**src/rtl/sirv_gnrl_pkg.sv**
```systemverilog
// rtl/sirv_gnrl_pkg.sv - shared encodings for the sirv_gnrl pipeline helpers
//
// Skid buffer state is the pair {skid_vld, main_vld}, so o_vld and i_rdy are
// read straight off the state register bits:
//   SKB_EMPTY = 2'b00 : nothing held
//   SKB_ONE   = 2'b01 : main register valid
//   SKB_FULL  = 2'b11 : main and skid registers valid
// 2'b10 is unreachable.
package sirv_gnrl_pkg;

    localparam logic [1:0] SKB_EMPTY = 2'b00;
    localparam logic [1:0] SKB_ONE   = 2'b01;
    localparam logic [1:0] SKB_FULL  = 2'b11;

    // Bit positions inside the state word.
    localparam int SKB_MAIN_BIT = 0;
    localparam int SKB_SKID_BIT = 1;

endpackage

```
**src/rtl/sirv_gnrl_skidbuf_if.sv**
```systemverilog
// rtl/sirv_gnrl_skidbuf_if.sv - producer/consumer handshake bundle for the skid buffer
//
// Signals:
//   i_vld / i_rdy / i_dat : producer side (into the buffer)
//   o_vld / o_rdy / o_dat : consumer side (out of the buffer)
// Modports:
//   slave  : the buffer's view (accepts i_*, drives o_*)
//   master : the surrounding logic's view (drives i_*, o_rdy)
interface sirv_gnrl_skidbuf_if #(
    parameter int DW = 32
);

    logic          i_vld;
    logic          i_rdy;
    logic [DW-1:0] i_dat;
    logic          o_vld;
    logic          o_rdy;
    logic [DW-1:0] o_dat;

    modport slave (
        input  i_vld,
        output i_rdy,
        input  i_dat,
        output o_vld,
        input  o_rdy,
        output o_dat
    );

    modport master (
        output i_vld,
        input  i_rdy,
        output i_dat,
        input  o_vld,
        output o_rdy,
        input  o_dat
    );

endinterface

```
**src/rtl/sirv_gnrl_skidbuf_ent.sv**
```systemverilog
// rtl/sirv_gnrl_skidbuf_ent.sv - DW-wide load-enabled entry register
//
// Ports:
//   clk : clock, rising edge
//   rst : asynchronous active-high reset, clears q to 0
//   ld  : load enable; q captures d only when set
//   d   : next value
//   q   : stored value
module sirv_gnrl_skidbuf_ent #(
    parameter int DW = 32
) (
    input  logic          clk,
    input  logic          rst,
    input  logic          ld,
    input  logic [DW-1:0] d,
    output logic [DW-1:0] q
);

    always_ff @(posedge clk or posedge rst) begin
        if (rst) begin
            q <= '0;
        end else if (ld) begin
            q <= d;
        end
    end

endmodule

```
**src/rtl/sirv_gnrl_skidbuf.sv**
```systemverilog
// rtl/sirv_gnrl_skidbuf.sv - two-entry valid/ready skid buffer with registered ready
//
// Breaks the combinational ready path between pipeline stages while still
// moving one word per cycle. The main entry always feeds the consumer; the
// skid entry catches the one word that arrives in the cycle the consumer
// stalls. i_rdy and o_vld come straight from state flops.
//
// Ports:
//   clk         : clock, rising edge
//   rst         : asynchronous active-high reset
//   bus         : sirv_gnrl_skidbuf_if.slave (i_vld/i_rdy/i_dat, o_vld/o_rdy/o_dat)
//   o_stall_cnt : saturating count of o_vld & ~o_rdy cycles
//                 (present only when SIRV_GNRL_SKIDBUF_STALL_CNT_EN is defined)
//
// Build option: SIRV_GNRL_SKIDBUF_STALL_CNT_EN adds the stall counter.
module sirv_gnrl_skidbuf
    import sirv_gnrl_pkg::*;
#(
    parameter int DW    = 32,
    parameter int CNT_W = 16
) (
    input  logic                 clk,
    input  logic                 rst,
    sirv_gnrl_skidbuf_if.slave   bus
`ifdef SIRV_GNRL_SKIDBUF_STALL_CNT_EN
    ,
    output logic [CNT_W-1:0]     o_stall_cnt
`endif
);

    logic [1:0]    state_q;
    logic [1:0]    state_d;

    logic          main_ld;
    logic          main_sel_skid;
    logic          skid_ld;
    logic [DW-1:0] main_d;
    logic [DW-1:0] main_q;
    logic [DW-1:0] skid_q;

    // State register.
    always_ff @(posedge clk or posedge rst) begin
        if (rst) begin
            state_q <= SKB_EMPTY;
        end else begin
            state_q <= state_d;
        end
    end

    // Next-state logic.
    always_comb begin
        state_d = state_q;
        case (state_q)
            SKB_EMPTY: begin
                if (bus.i_vld) begin
                    state_d = SKB_ONE;
                end
            end
            SKB_ONE: begin
                if (bus.i_vld && !bus.o_rdy) begin
                    state_d = SKB_FULL;
                end else if (!bus.i_vld && bus.o_rdy) begin
                    state_d = SKB_EMPTY;
                end
            end
            SKB_FULL: begin
                if (bus.o_rdy) begin
                    state_d = SKB_ONE;
                end
            end
            default: begin
                // The unreachable encoding recovers to a clean empty buffer.
                state_d = SKB_EMPTY;
            end
        endcase
    end

    // Output / load-enable logic.
    always_comb begin
        main_ld       = 1'b0;
        main_sel_skid = 1'b0;
        skid_ld       = 1'b0;
        case (state_q)
            SKB_EMPTY: begin
                main_ld = bus.i_vld;
            end
            SKB_ONE: begin
                // Consumer taking the word frees main for the incoming one;
                // otherwise the incoming word parks in skid.
                main_ld = bus.i_vld && bus.o_rdy;
                skid_ld = bus.i_vld && !bus.o_rdy;
            end
            SKB_FULL: begin
                // Producer is blocked here, so i_dat is never sampled.
                main_ld       = bus.o_rdy;
                main_sel_skid = 1'b1;
            end
            default: begin
                main_ld = 1'b0;
            end
        endcase
    end

    assign main_d = main_sel_skid ? skid_q : bus.i_dat;

    sirv_gnrl_skidbuf_ent #(.DW(DW)) u_main (
        .clk (clk),
        .rst (rst),
        .ld  (main_ld),
        .d   (main_d),
        .q   (main_q)
    );

    sirv_gnrl_skidbuf_ent #(.DW(DW)) u_skid (
        .clk (clk),
        .rst (rst),
        .ld  (skid_ld),
        .d   (bus.i_dat),
        .q   (skid_q)
    );

    assign bus.o_vld = state_q[SKB_MAIN_BIT];
    assign bus.i_rdy = ~state_q[SKB_SKID_BIT];
    assign bus.o_dat = main_q;

`ifdef SIRV_GNRL_SKIDBUF_STALL_CNT_EN
    logic [CNT_W-1:0] stall_cnt_q;

    always_ff @(posedge clk or posedge rst) begin
        if (rst) begin
            stall_cnt_q <= '0;
        end else if (bus.o_vld && !bus.o_rdy && !(&stall_cnt_q)) begin
            stall_cnt_q <= stall_cnt_q + CNT_W'(1);
        end
    end

    assign o_stall_cnt = stall_cnt_q;
`endif

endmodule

```
**src/flat_wrapper.sv**
```systemverilog
// flat-port wrapper written by rule: the top's interface ports become plain ports
module sirv_gnrl_skidbuf_flat import sirv_gnrl_pkg::*;
#(
    parameter int DW    = 32,
    parameter int CNT_W = 16
)
  (clk, rst, bus_i_vld, bus_i_rdy, bus_i_dat, bus_o_vld, bus_o_rdy, bus_o_dat);
  sirv_gnrl_skidbuf_if #(.DW(DW)) bus_i ();
  input  logic clk;
  input  logic rst;
  input wire logic [$bits(bus_i.i_vld)-1:0] bus_i_vld;
  output wire logic [$bits(bus_i.i_rdy)-1:0] bus_i_rdy;
  input wire logic [$bits(bus_i.i_dat)-1:0] bus_i_dat;
  output wire logic [$bits(bus_i.o_vld)-1:0] bus_o_vld;
  input wire logic [$bits(bus_i.o_rdy)-1:0] bus_o_rdy;
  output wire logic [$bits(bus_i.o_dat)-1:0] bus_o_dat;
  assign bus_i.i_vld = bus_i_vld;
  assign bus_i_rdy = bus_i.i_rdy;
  assign bus_i.i_dat = bus_i_dat;
  assign bus_o_vld = bus_i.o_vld;
  assign bus_i.o_rdy = bus_o_rdy;
  assign bus_o_dat = bus_i.o_dat;
  sirv_gnrl_skidbuf #(.DW(DW), .CNT_W(CNT_W)) u_core (.clk(clk), .rst(rst), .bus(bus_i));
endmodule
```
**config.mk**
```make
export PLATFORM = sky130hd
export DESIGN_NAME = sirv_gnrl_skidbuf_flat
export DESIGN_NICKNAME = d
export VERILOG_FILES = /design/src/rtl/sirv_gnrl_pkg.sv /design/src/rtl/sirv_gnrl_skidbuf_if.sv /design/src/rtl/sirv_gnrl_skidbuf_ent.sv /design/src/rtl/sirv_gnrl_skidbuf.sv /design/src/flat_wrapper.sv
export SDC_FILE = /design/constraint.sdc
export NUM_CORES = 1
export LEC_CHECK = 0
export BUFFER_PORTS_ARGS = -buffer_cell sky130_fd_sc_hd__buf_4
export CORE_MARGIN = 4
export CORE_UTILIZATION = 35
export CTS_CLUSTER_DIAMETER = 50
export CTS_CLUSTER_SIZE = 20
export DETAILED_ROUTE_END_ITERATION = 8
export HOLD_SLACK_MARGIN = 0.06
export PLACE_DENSITY_LB_ADDON = 0.15
export SLEW_MARGIN = 10
export SYNTH_ARGS = -nofsm -noshare
export SYNTH_HDL_FRONTEND = slang
export SYNTH_SLANG_ARGS = --single-unit
```
**constraint.sdc**
```tcl
create_clock -name clk -period 2.2 [get_ports clk]
set_input_delay 0.22 -clock clk [delete_from_list [all_inputs] [get_ports clk]]
set_output_delay 0.22 -clock clk [all_outputs]
set_load 0.02 [all_outputs]
```
Word level (Yosys, flattened, before mapping)
Index checks and enable logic that the tools add are counted.
- register bits after elaboration: 66
- input port bits: 36
- output and inout bits: 34
- word-level logic and storage cells: 25
- equality and inequality tests: 5
- muxes and demuxes: 9
- bitwise operators: 1
- reduce and logical (&&, ||, !) cells: 7
- operators by type and width (kind ; number):
    32-bit 2-to-1 mux ; 1
    2-bit 2-to-1 mux ; 4
    2-bit one-hot mux with 3 select lines ; 1
    2-bit inequality test (second input constant) ; 2
    1-bit logical AND ; 3
    3-bit by 1-bit inequality test with 1-bit output (second input constant) ; 1
    1-bit one-hot mux with 3 select lines ; 1
    3-bit AND reduction ; 1
    2-bit by 1-bit == test with 1-bit output (second input constant) ; 1
    2-bit == test (second input constant) ; 1
    1-bit logical NOT ; 2
    2-bit logical NOT ; 1
    1-bit 2-to-1 mux ; 2
    1-bit inverter ; 1

Longest topological paths before layout
Gate-level depths: netlist of the first run.
- word-level depth: 5
- gate-level depth with buffers: 6
- mapped depth without buffers: 5

Hierarchy
From an unflattened synthesis of the first run, not the netlist that was laid out.
- cells, all modules: 198
- area, all modules: 3318.2 µm²
- modules (own cells, without submodules) (module ; times used ; cells each ; area an instance (µm²) ; seq. area each (µm²)):
    sirv_gnrl_skidbuf_ent ; 2 ; 69 ; 1348.8 ; 800.8
    sirv_gnrl_skidbuf ; 1 ; 60 ; 620.6 ; 50.0

Least setup slack after synthesis of the first run
OpenSTA, ideal clock, no wires.
- path kind: reg2reg
- from: register u_core.state_q[1]
- to: register u_core.u_main.q[10]
- setup time: 0.125 ns
- data arrival time: 1.651 ns
- required time: 2.075 ns
- setup slack: 0.424 ns
- cell stages (with the launch flop): 7
- buffers on the path: 1
- period minus slack after synthesis: 1.776 ns
- cells stage by stage: dfrtp_1 -> inv_1 -> ha_1 -> nand3_1 -> a21oi_4 -> buf_6 -> mux2_4
- longest elaborated chain between the ends: 3
- elaborated cells between the ends (all ways): 6
- classes of those cells: eq/ne (2); mux (3); reduce/logical (1)
- RTL lines (item ; line ; text):
    from (decl) ; sirv_gnrl_skidbuf.sv:31 ; logic [1:0] state_q;
    from (signal assigned) ; sirv_gnrl_skidbuf.sv:46 ; state_q <= state_d;
    2-bit == test ; sirv_gnrl_skidbuf.sv:83 ; case (state_q)
    1-bit 2-to-1 mux ; sirv_gnrl_skidbuf.sv:83 ;
    32-bit 2-to-1 mux ; sirv_gnrl_skidbuf.sv:104 ; assign main_d = main_sel_skid ? skid_q : bus.i_dat;
    to (signal assigned) ; sirv_gnrl_skidbuf_ent.sv:21 ; q <= '0;
    to (signal assigned) ; sirv_gnrl_skidbuf_ent.sv:23 ; q <= d;
    to (decl) ; sirv_gnrl_skidbuf_ent.sv:16 ; output logic [DW-1:0] q
Parallel ways exist; a longest one is shown, timed or not.
A chain may end at the register's enable or synchronous reset.

Final worst setup path of the first run
- from: register u_core.state_q[0]
- to: register u_core.u_main.q[0]
The elaborated chain is that of the path after synthesis.

==> impl_metrics.env, run 1 <==
export IMPL_fin_crit_ns=1.95
export IMPL_die_h_um=102
export IMPL_fmax_ghz=0.513
export IMPL_die_area_mm2=0.0104
export IMPL_grt_max_degree=33
export IMPL_num_antenna_cells=0
export IMPL_syn_inst=191
export IMPL_coreArea_mm2=0.00838
export IMPL_hold_path_class="input pin to flip-flop"
export IMPL_nNetsFinal=311
export IMPL_maxCapViolCount=0
export IMPL_clk_pin_slew_ns=0.08
export IMPL_drt_initial_drc_count=37
export IMPL_firstDrtPassIters=2
export IMPL_hold_violations=0
export IMPL_htree_num_levels=3
export IMPL_numCtsBuffers=9
export IMPL_clk_path_buf_depth=2
export IMPL_min_period_over_period_pct=88.6
export IMPL_slew_headroom_pct=72.2
export IMPL_clock_root_buffer="clkbuf_8"
export IMPL_min_delay_path_depth=2
export IMPL_yosysTopAreaCell="dfrtp_1"
export IMPL_critPathKind="flip-flop to flip-flop"
export IMPL_reg2reg_depth=5
export IMPL_syn_nets=231
export IMPL_ys_warn_count=0
export IMPL_drc=0
export IMPL_design_area_mm2=0.00400
export IMPL_wire_per_inst_um=15.8
export IMPL_clk_latency_ns=0.34
export IMPL_io_buffers=69
export IMPL_grt_setup_unrepaired="no"
export IMPL_hold_buffers=1
export IMPL_cts_setup_buffers=0
export IMPL_worstPathMaxFanout=12
export IMPL_skew_ns=0.0111
export IMPL_critPathCaptureType="flip-flop"
export IMPL_vias=1754
export IMPL_grt_overflow=0
export IMPL_finalSetupViolCount=0
export IMPL_ys_seq_area_share_pct=53.5
export IMPL_final_seq_area_mm2=0.00165
export IMPL_boundaryPins=70
export IMPL_powerDensity_mw_per_mm2=1540
export IMPL_dp_hpwl_mm=4.24
export IMPL_first_global_vias=1872
export IMPL_num_fill_cells=761
export IMPL_synth_area_mm2=0.00309
export IMPL_routabilityCongestion=0.742
export IMPL_worstMarginPinSlew_ns=0.417
export IMPL_grt_pass1_wl_mm=9.60
export IMPL_cts_tree="done"
export IMPL_placed_area_mm2=0.00376
export IMPL_status="complete, no violations"
export IMPL_viasPerCell=4.60
export IMPL_rows=33
export IMPL_clock_sinks=66
export IMPL_drv_slew=0
export IMPL_critPathSlowestCell="dfrtp_1"
export IMPL_cts_resized=0
export IMPL_routed_wl_mm=6.02
export IMPL_fp_dieW_um=102
export IMPL_antenna_found_initial=0
export IMPL_syn_to_final_growth_pct=29.5
export IMPL_drtAntennaViolNets=0
export IMPL_start_kind="flip-flop"
export IMPL_start_util_pct=36.8
export IMPL_track_usage_pct=12.3
export IMPL_synth_seq_cells=66
export IMPL_cp_arrival_ns=2.17
export IMPL_crit_chain="ha_1, a22oi_2, a21oi_4, buf_4, mux2_2"
export IMPL_irDropWorstVdd_mv=0.649
export IMPL_multi_input_area_mm2=0.00135
export IMPL_netlist_area_leader_share_pct=53.5
export IMPL_finalSetupTns_ns=0
export IMPL_drive_gt1_share_pct=71.4
export IMPL_synth_cell_types=16
export IMPL_max_stage_delay_ns=0.41
export IMPL_crit_required_ns=2.42
export IMPL_synthTopCellsByArea="dfrtp_1, mux2_2, mux2_4"
export IMPL_avgSynthCellArea_um2=16.2
export IMPL_leakagePower_uw=0.00185
power by group:
group	internal, uW	switching, uW	total (uW)	leakage [uW]
clock	671	470	1140	0.000109
combinational	1640	1190	2830	0.000961
sequential	1850	336	2180	0.000780
worst paths after layout:
path                                           from                   to  slack (ns)
worst min-delay path                   bus_i_dat[1]   u_core.u_skid.q[1]        0.12
worst min register to register  u_core.u_skid.q[29]  u_core.u_skid.q[29]        0.50
max in group asynchronous                       rst  u_core.u_skid.q[29]        1.15
min in group asynchronous                       rst  u_core.u_main.q[14]        0.44
worst max-delay path              u_core.state_q[0]   u_core.u_main.q[0]        0.25
worst max register to register    u_core.state_q[0]   u_core.u_main.q[0]        0.25
metal layers:
layer	up-vias	global-route usage, %	share of wire [%]
li1	841	-	-
met1	862	16.5	45
met2	43	18.8	47
met3	8	4.03	6.1
met4	0	4.24	1.3
met5	-	0	0
state kept, by name, summed over array words and instances, names as in the netlist:
register,count
u_core.u_main.q,32
u_core.u_skid.q,32
u_core.state_q,2
worst max-delay path, delay by kind of cell, from the launching register on:
family          cells  cell delay (ns)
mux                 1             0.36
fa+ha+maj           1             0.41
compound gates      2             0.38
buf+inv             1             0.27
flops               1             0.41
cells by family after synthesis:
family / Yosys count / synth area share, %
AO/OA/AOI/OAI: 4 / 1.58
XOR/XNOR: 1 / 0.284
AND/OR/NAND/NOR: 4 / 0.851
buffers and inverters: 14 / 2.72
flip-flops: 66 / 53.5
adder cells (fa/ha/maj): 4 / 1.62
multiplexers: 98 / 39.4
synth_stat cells, drive strengths merged:
library cell / number
nor2b: 1
ha: 4
a22oi: 1
a221oi: 1
buf: 10
nand3b: 1
dfrtp: 66
nand3: 1
nor2: 1
mux2: 98
a21oi: 2
xnor2: 1
inv: 4
layout make-up:
type / count / area share, %
multi-input cells: 111 / 33.8
well taps: 105 / 3.29
clock inverters: 6 / 2.22
repair buffers: 79 / 15.5
clock buffers: 10 / 3.45
inverters: 4 / 0.376
flip-flops and latches: 66 / 41.3
stage by stage:
stage               power (uW)  setup slack [ns]  hold slack, ns  util [%]  instances
floorplan                 4170             0.325           0.370         -        191
global placement          5020             0.269           0.249      44.8        364
detailed placement        5070             0.263           0.249      44.8        364
CTS                       6240             0.235           0.107      47.7        381
global route              6520             0.142           0.104      47.7        381
finish                    6150             0.251           0.122      47.7        381
placed cells by master (no fill, tap or decap), types with 2 or more instances in the layout:
cell type,instances
bufinv_16,2
mux2_2,68
dfrtp_1,66
clkbuf_8,10
buf_4,76
ha_1,4
clkinvlp_4,2
inv_1,3
mux2_4,30
buf_12,2
No activity file was read; power rests on OpenSTA's default activity.
==> run 2: changes to the inputs <==
--- a/config.mk
+++ b/config.mk
@@ -12,7 +12,9 @@
 export CTS_CLUSTER_SIZE = 20
 export DETAILED_ROUTE_END_ITERATION = 8
 export HOLD_SLACK_MARGIN = 0.06
+export MAX_ROUTING_LAYER = met4
 export PLACE_DENSITY_LB_ADDON = 0.15
+export REMOVE_ABC_BUFFERS = 1
 export SLEW_MARGIN = 10
 export SYNTH_ARGS = -nofsm -noshare
 export SYNTH_HDL_FRONTEND = slang
==> run 2 against run 1 <==
  * Sequential cell count is the same
  * Via count up 1.8%
  * Largest cell class unchanged
  * Critical path type unchanged
  * First-iteration DRC count is 27% lower
  * Critical endpoint is now u_core.u_main.q[13]
  * Register-to-register slack gained 0.13 ns
  * Wire length down 1.4%
  * Setup slack better by 0.13 ns
  * Clock skew fell by 0.0078 ns
  * Total power shrank 3.1%
==> impl_metrics.env, run 2 (synthesis results as in run 1) <==
export IMPL_wl_met1_mm=2.84
export IMPL_crit_required_ns=2.42
export IMPL_routabilityCongestion=0.654
export IMPL_final_cell_mix="buf_4, mux2_2, dfrtp_1, mux2_4, clkbuf_8"
export IMPL_dp_hpwl_mm=4.03
export IMPL_final_common_cell="buf_4"
export IMPL_combPwrFrac_pct=47.0
export IMPL_drc=0
export IMPL_skew_ns=0.00328
export IMPL_critPathCaptureType="flip-flop"
export IMPL_dpl_worst_slack_ns=0.354
export IMPL_grt_overflow=0
export IMPL_first_global_vias=1925
export IMPL_hold_path_class="input pin to flip-flop"
export IMPL_wl_met2_mm=2.63
export IMPL_fp_dieW_um=102
export IMPL_p_seq_share_pct=36.6
export IMPL_clk_latency_ns=0.33
export IMPL_grt_max_degree=67
export IMPL_finalSetupViolCount=0
export IMPL_grt_pass1_wl_mm=9.92
export IMPL_drive_gt1_share_pct=70.8
export IMPL_swShare_pct=32.5
export IMPL_critPathKind="flip-flop to flip-flop"
export IMPL_coreArea_mm2=0.00838
export IMPL_powerDensity_mw_per_mm2=1510
export IMPL_routed_wl_mm=5.93
export IMPL_top_layer_used="met4"
export IMPL_placed_area_mm2=0.00375
export IMPL_rows=33
export IMPL_grt_setup_unrepaired="no"
export IMPL_drt_initial_drc_count=27
export IMPL_start_kind="flip-flop"
export IMPL_leakagePower_uw=0.00183
export IMPL_clk_path_buf_depth=2
export IMPL_worstMarginPinSlew_ns=0.356
export IMPL_viasPerCell=4.71
export IMPL_nNetsFinal=310
export IMPL_drv_slew=0
export IMPL_cp_arrival_ns=2.04
export IMPL_num_fill_cells=776
export IMPL_drtAntennaViolNets=0
export IMPL_cts_resized=0
export IMPL_hp_start="bus_i_dat[17]"
export IMPL_startpoint="u_core.state_q[1]"
export IMPL_slew_headroom_pct=76.3
export IMPL_die_area_mm2=0.0104
export IMPL_start_util_pct=36.8
export IMPL_rr_startpoint="u_core.state_q[1]"
export IMPL_clockPowerShare_pct=16.4
export IMPL_switchingPower_uw=1940
export IMPL_min_period_over_period_pct=82.9
export IMPL_hold_violations=0
export IMPL_status="complete, no violations"
export IMPL_clk_pin_slew_ns=0.07
export IMPL_wire_per_inst_um=15.6
export IMPL_routed_wl_met3_um=393
export IMPL_num_antenna_cells=0
export IMPL_firstDrtPassIters=3
export IMPL_die_h_um=102
export IMPL_maxCapViolCount=0
export IMPL_vias=1786
export IMPL_clock_root_buffer="clkbuf_8"
export IMPL_post_route_util_pct=47.1
export IMPL_htree_num_levels=3
export IMPL_fin_crit_ns=1.82
export IMPL_reg2reg_slack_ns=0.38
export IMPL_critPathSlowestCell="dfrtp_1"
export IMPL_internal_power_uw=4030
export IMPL_fin_ws_ns=0.377
export IMPL_design_area_mm2=0.00395
export IMPL_numCtsBuffers=9
export IMPL_antenna_found_initial=0
export IMPL_cts_tree="done"
export IMPL_top_regs="u_core.u_main.q x32, u_core.u_skid.q x32, u_core.state_q x2"
export IMPL_clock_sinks=66
export IMPL_boundaryPins=70
export IMPL_fmax_ghz=0.549
export IMPL_io_buffers=69
export IMPL_crit_chain="inv_1, ha_1, nand3_1, a21oi_4, buf_4, mux2_4"
export IMPL_track_usage_pct=13.0
export IMPL_syn_to_final_growth_pct=28.0
export IMPL_worstPathMaxFanout=12
export IMPL_max_stage_delay_ns=0.42
export IMPL_irDropWorstVdd_mv=0.591
==> run 2: layer usage <==
metal  GRT usage [%]  vias up
met4            3.94        0
met5               -        -
met3            4.98        8
li1                -      835
met2            18.1       51
met1            17.5      892
==> run 2: final cells by class <==
class / count / area (um^2) / area share [%]
Multi-Input combinational cell: 111 / 1350 / 34.3
Sequential cell: 66 / 1650 / 41.8
Clock buffer: 12 / 145 / 3.68
Timing Repair Buffer: 78 / 613 / 15.5
Inverter: 4 / 15.0 / 0.380
Clock inverter: 3 / 40.0 / 1.01
Tap cell: 105 / 131 / 3.33
==> run 2: per-stage QoR <==
stage	hold slack [ns]	setup TNS, ns	total power (uW)	cells
floorplan	0.371	-27.02	4100	181
global placement	0.337	0	5020	363
detailed placement	0.335	0	5060	363
CTS	0.102	0	6080	379
global route	0.0979	0	6370	379
finish	0.124	0	5960	379
==> run 2: critical path: cells and delay by family, from the launching register on <==
| family | cells | cell delay, ns |
|---|---|---|
| adders and majority gates | 1 | 0.24 |
| and+or+nand+nor | 1 | 0.13 |
| muxes | 1 | 0.32 |
| DFF | 1 | 0.42 |
| buffers and inverters | 2 | 0.41 |
| AOI/OAI and AO/OA | 1 | 0.17 |
==> run 2: worst paths after layout <==
path / endpoint / cells after the start
max: u_core.u_main.q[13] / 6
max in group asynchronous: u_core.state_q[0] / 4
max reg2reg: u_core.u_main.q[13] / 6
min reg2reg: u_core.u_skid.q[5] / 1
min in group asynchronous: u_core.u_main.q[12] / 4
min: u_core.u_skid.q[17] / 2
==> run 2: what timing repair did <==
item / 4_1_cts / 5_1_grt
endpoints found under the hold margin: 66 / 0
hold buffers: 1 / 0
buffers inserted: 0 / 0
setup endpoints to repair: 0 / 0
==> run 2: power by group through the flow <==
| stage | Combinational (uW) | Sequential, uW | Clock, uW |
|---|---|---|---|
| floorplan | 1590 | 2510 | 0 |
| global placement | 2830 | 2190 | 0 |
| detailed placement | 2870 | 2190 | 0 |
| CTS | 2860 | 2190 | 1030 |
| global route | 3020 | 2270 | 1080 |
| finish | 2800 | 2180 | 977 |
